==> config.mk <==
export PLATFORM = sky130hd
export DESIGN_NAME = ttl_counter_n
export DESIGN_NICKNAME = d
export VERILOG_FILES = /design/src/rtl/ttl_counter_n.sv
export SDC_FILE = /design/constraint.sdc
export NUM_CORES = 1
export LEC_CHECK = 0
export CORE_AREA = 2 2 39 41
export CTS_BUF_LIST = sky130_fd_sc_hd__clkbuf_2 sky130_fd_sc_hd__clkbuf_4 sky130_fd_sc_hd__clkbuf_8
export CTS_CLUSTER_DIAMETER = 40
export DETAILED_ROUTE_END_ITERATION = 6
export DIE_AREA = 0 0 41 43
export PLACE_DENSITY_LB_ADDON = 0.08
export SYNTH_ARGS = -nofsm -noshare
export SYNTH_HDL_FRONTEND = slang
export SYNTH_SLANG_ARGS = --single-unit
==> constraint.sdc <==
create_clock -name clk -period 2 [get_ports clk]
set_clock_uncertainty 0.2 [all_clocks]
set_input_delay 0.6 -clock clk [delete_from_list [all_inputs] [get_ports clk]]
set_output_delay 0.6 -clock clk [all_outputs]
set_load 0.05 [all_outputs]
==> src/rtl/ttl_counter_n.sv <==
// ttl_counter_n: '161/'163-style synchronous counter with clear, load, enable, ripple carry
// Optional bidirectional counting is enabled by defining TTL_COUNTER_DOWN_EN (adds port up).
//
// Ports:
//   clk     - rising-edge clock; all state changes here
//   rst     - synchronous active-high reset, overrides everything
//   clr_n   - synchronous active-low clear (beats load and count)
//   load_n  - synchronous active-low parallel load of d
//   enp     - count enable P (does not gate rco)
//   ent     - count enable T (also gates rco, for cascading)
//   d       - parallel load data
//   up      - direction, 1 = up (TTL_COUNTER_DOWN_EN builds only)
//   q       - count, complemented when INVERT_OUT = 1
//   rco     - ripple carry out = ent & terminal count
module ttl_counter_n #(
   parameter int unsigned WIDTH      = 4,
   parameter bit          INVERT_OUT = 1'b0
) (
   input  logic             clk,
   input  logic             rst,
   input  logic             clr_n,
   input  logic             load_n,
   input  logic             enp,
   input  logic             ent,
   input  logic [WIDTH-1:0] d,
`ifdef TTL_COUNTER_DOWN_EN
   input  logic             up,
`endif
   output logic [WIDTH-1:0] q,
   output logic             rco
);

   logic [WIDTH-1:0] cnt_q;
   logic [WIDTH-1:0] cnt_d;
   logic             dir_up;
   logic             term;

`ifdef TTL_COUNTER_DOWN_EN
   assign dir_up = up;
`else
   assign dir_up = 1'b1;
`endif

   always_comb begin
      cnt_d = cnt_q;
      if (!clr_n) begin
         cnt_d = '0;
      end else if (!load_n) begin
         cnt_d = d;
      end else if (enp && ent) begin
         if (dir_up) cnt_d = cnt_q + WIDTH'(1);
         else        cnt_d = cnt_q - WIDTH'(1);
      end
   end

   always_ff @(posedge clk) begin
      if (rst) cnt_q <= '0;
      else     cnt_q <= cnt_d;
   end

   // Terminal follows direction so cascaded stages borrow as well as carry;
   // enp is deliberately absent so a stalled chain still reports carry.
   always_comb begin
      term = dir_up ? (&cnt_q) : ~(|cnt_q);
      rco  = ent & term;
      q    = INVERT_OUT ? ~cnt_q : cnt_q;
   end

endmodule

Word level (Yosys, flattened, before mapping)
Cells that the tools add are included.
- bits in registers: 4
- input port bits: 10
- output and inout port bits: 5
- add/subtract/negate cells: 1
- equal/unequal tests: 1
- muxes and demuxes: 2
- bitwise operators: 2
- reductions and logical operators: 3
- operators with widths (operator ; count):
    4-bit two-way mux ; 2
    4-bit by 1-bit adder with 4-bit output (second input constant) ; 1
    4-bit AND reduction ; 1
    2-bit by 1-bit != test with 1-bit output (second input constant) ; 1
    2-bit OR reduction ; 1
    1-bit AND ; 1
    1-bit logical AND ; 1
    1-bit NOT ; 1

Depth between registers and ports, before layout
- depth after elaboration: 3
- mapped depth: 4
- gate-level depth less buffers: 4

Worst setup path before layout
Ideal clock, no wire load.
- path kind: register -> output
- from: register cnt_q[0], in the netlist q[0]
- to: output rco
- arrival: 1.310 ns
- data required time: 1.200 ns
- slack: -0.110 ns
- cell stages (with the launch flop): 3
- path through: dfxtp_1 ha_1 and4_2
- word-level cells in the longest chain between the ends: 2
- ends and longest elaborated chain (element ; line ; RTL):
    from (decl) ; 33 ; logic [WIDTH-1:0] cnt_q;
    from (signal assigned) ; 58 ; else cnt_q <= cnt_d;
    4-bit AND reduction ; 64 ; term = dir_up ? (&cnt_q) : ~(|cnt_q);
    1-bit AND ; 65 ; rco = ent & term;
    to (decl) ; 30 ; output logic rco
No other way between the ends.

Worst setup path in the final report
- from: input ent
- to: output rco
- word-level cells in the longest chain between the ends: 1
- ends and longest elaborated chain (element ; line ; RTL):
    from (decl) ; 24 ; input logic ent,
    1-bit AND ; 65 ;
No other way between the ends.

==> impl_metrics.toml <==
[status]
status = "complete, no violations"

[sta]
tightest_slew_ns = 0.2802
min_period_ns = 1.984
fmax_ghz = 0.5040
fin_crit_sh = 0.9921
relSlewSlack = 0.8126
grt_setup_unrepaired = "no"
timing.final.hold_violations = 0
slew_viol_final = 0
finalSetupViolations = 0

[clocking]
h-tree-depth = 1
cts.path.max_buffers = 2
clkTransAtPathRegs_ns = 0.04
cts_setup_buffers = 0
cts_sinks = 4
insertion_delay_ns = 0.23
numCtsBuffers = 3
cts_tree = "yes"
root_buffer = "clkbuf_4"

[global_routing]
grt_max_degree = 9
antenna_found_initial = 0
grt_pass1_vias = 269
grt_overflow = 0
grt_usage = 0.09849
grt_first_pass_wirelength_mm = 1.131

[worst_setup_path]
worstRegToRegCells = 4
path_delay_family = "buffers and inverters"
worstSetupPathType = "primary input to output port"
crit_chain = "dlygate4sd2_1 > and4_4 > buf_12"
crit_path_max_fanout = 2
crit_buf_inv = 2
max_stage_delay_ns = 0.23
cp.arrival_ns = 1.18
path_depth = 3
crit_slowest_cell = "and4_4"
startpoint_type = "primary input"
worstPathRequired_ns = 1.20
worst_setup_path_end_kind = "output port"

[cells_and_area]
insertedDiodeCount = 0
final_nets = 58
drive_gt1_frac = 0.3556
final_util = 0.3463
largest_reg_flops = 4
syn2layout_area_growth_pct = 124.0

[power]
power_mw = 0.2559
intPower_mw = 0.1874
pwr-share-seq = 0.344
p_comb_frac = 0.255
p_sw_mw = 0.06848
pwr-share-clk = 0.401
power_density_nw_per_um2 = 533.9
max-vdd-ir-drop_mv = 0.2368
leakagePower_nw = 0.1813
power.share.switching = 0.2677

[synth]
ys_seq_elements = 4
syn_area_per_cell_um2 = 8.558
synth_nets = 36
synthArstFlopShare = 0
yosysWarnings = 0
yosysSeqAreaShare = 0.3743
netlist_instances = 25
synth_area_leaders = "dfxtp_1 37%, xor2_1 8.2%, nand3_1 7.0%"
synth-edff-count = 0
ys_types = 16
synth_common_cells = "4 x dfxtp_1, 3 x nand3_1, 3 x o21ai_0"
ys.flop_type = "dfxtp_1"
yosysMostFrequentCell = "dfxtp_1"
synth_area_leader_cell = "dfxtp_1"
syn-cell-area_um2 = 214.0
synth_top_area_share = 0.3743

[flow_run]
maxCapViolCount = 0

[route]
drc = 0
vias_per_cell = 4.361
via_count = 266
drtAntennaViolNets = 0
drt-wirelength-per-cell_um = 10.61
firstDrtPassIters = 4
wirelength_um = 647
drt_iter0_markers = 1

[placement]
hpwl_um = 530
placement.io_buffers = 14
gp_congestion = 0.7189

[floorplanning]
fp.dieArea_um2 = 1763
die_height_um = 43
core_region_area_um2 = 1384
start_util = 0.1546
row_count = 14
io_pins = 15
die_x_um = 41

[worst_hold_path]
worstHoldPathCells = 2
hold_path.class = "flop to flop"
## area by class of cell
class                      instances  area [um2]
multi-input combinational         21       137.6
clock buffer                       3       22.52
sequential                         4       87.58
tap                               16       20.02
fill                             156       904.6
timing repair buffer              17       211.5
## routing by layer
layer  up-vias  share of wire  GRT usage
li1        135              -          -
met1       123           0.43     0.1355
met2         8           0.50     0.1250
met3         0          0.071    0.03665
met4         0              0    0.06000
met5         -              0          0
## through the flow
step / area, um2 / setup slack [ns] / hold WS, ns / std cells / setup TNS, ns
2_1_floorplan: 216.5 / 0.04034 / 0.4001 / 25 / 0
3_5_place_dp: 449.2 / -0.2722 / 0.3137 / 58 / -0.3329
4_1_cts: 471.7 / 0.00002864 / 0.3197 / 61 / 0
5_1_grt: 479.2 / 0.0007956 / 0.3554 / 61 / 0
6_report: 479.2 / 0.01575 / 0.3251 / 61 / 0
3_3_place_gp: 449.2 / -0.2543 / 0.3100 / 58 / -0.2924
## kinds of logic after synthesis
logic type / synth area share
AO/OA/AOI/OAI: 0.1988
adder cells (fa/ha/maj): 0.05847
AND/OR/NAND/NOR: 0.2866
flip-flops: 0.3743
XOR/XNOR: 0.08189
## path summary, 6_finish.rpt
| kind | from | end | slack (ns) |
|---|---|---|---|
| setup / recovery | ent | rco | 0.02 |
| hold / removal | q[1] | q[1] | 0.33 |
| setup reg to reg | q[2] | q[3] | 0.70 |
| hold reg to reg | q[1] | q[1] | 0.33 |
## what timing repair did
action | CTS | global route
resized for setup | 2 | 3
hold buffers | 0 | 0
hold endpoints to repair | 0 | 0
gates cloned | 0 | 0
setup endpoints to repair | 1 | 1
pin swaps | 1 | 0
## cell usage in the layout, fill, tap and decap left out
master	n
nand2b_1	1
xor2_1	2
nand3_1	3
or3_1	1
clkbuf_4	3
a311oi_1	1
buf_4	3
a21oi_1	1
o21ai_0	3
nand2_1	1
a31oi_1	1
a211oi_1	1
clkdlybuf4s50_1	8
buf_12	5
nor2b_1	1
dfxtp_4	2
ha_2	1
dlygate4sd2_1	1
dfxtp_1	2
and4_4	1
nor2_1	2
nand2_2	1
## power by group through the flow
stage	sequential (mW)	clock [mW]	combinational, mW
final	0.0881	0.103	0.0652
after global routing	0.0886	0.111	0.0701
after detailed placement	0.0909	0	0.0661
after CTS	0.0897	0.108	0.0657
after floorplan	0.102	0	0.0102
after global placement	0.0908	0	0.0656
## worst register-to-register path: cells and delay by family (launching register included)
kind	cells	cell delay, ns
DFF	1	0.32
and+or+nand+nor	2	0.39
AOI/OAI and AO/OA	1	0.16
buffers and inverters	1	0.14
Power figures use the tool's default switching activity.
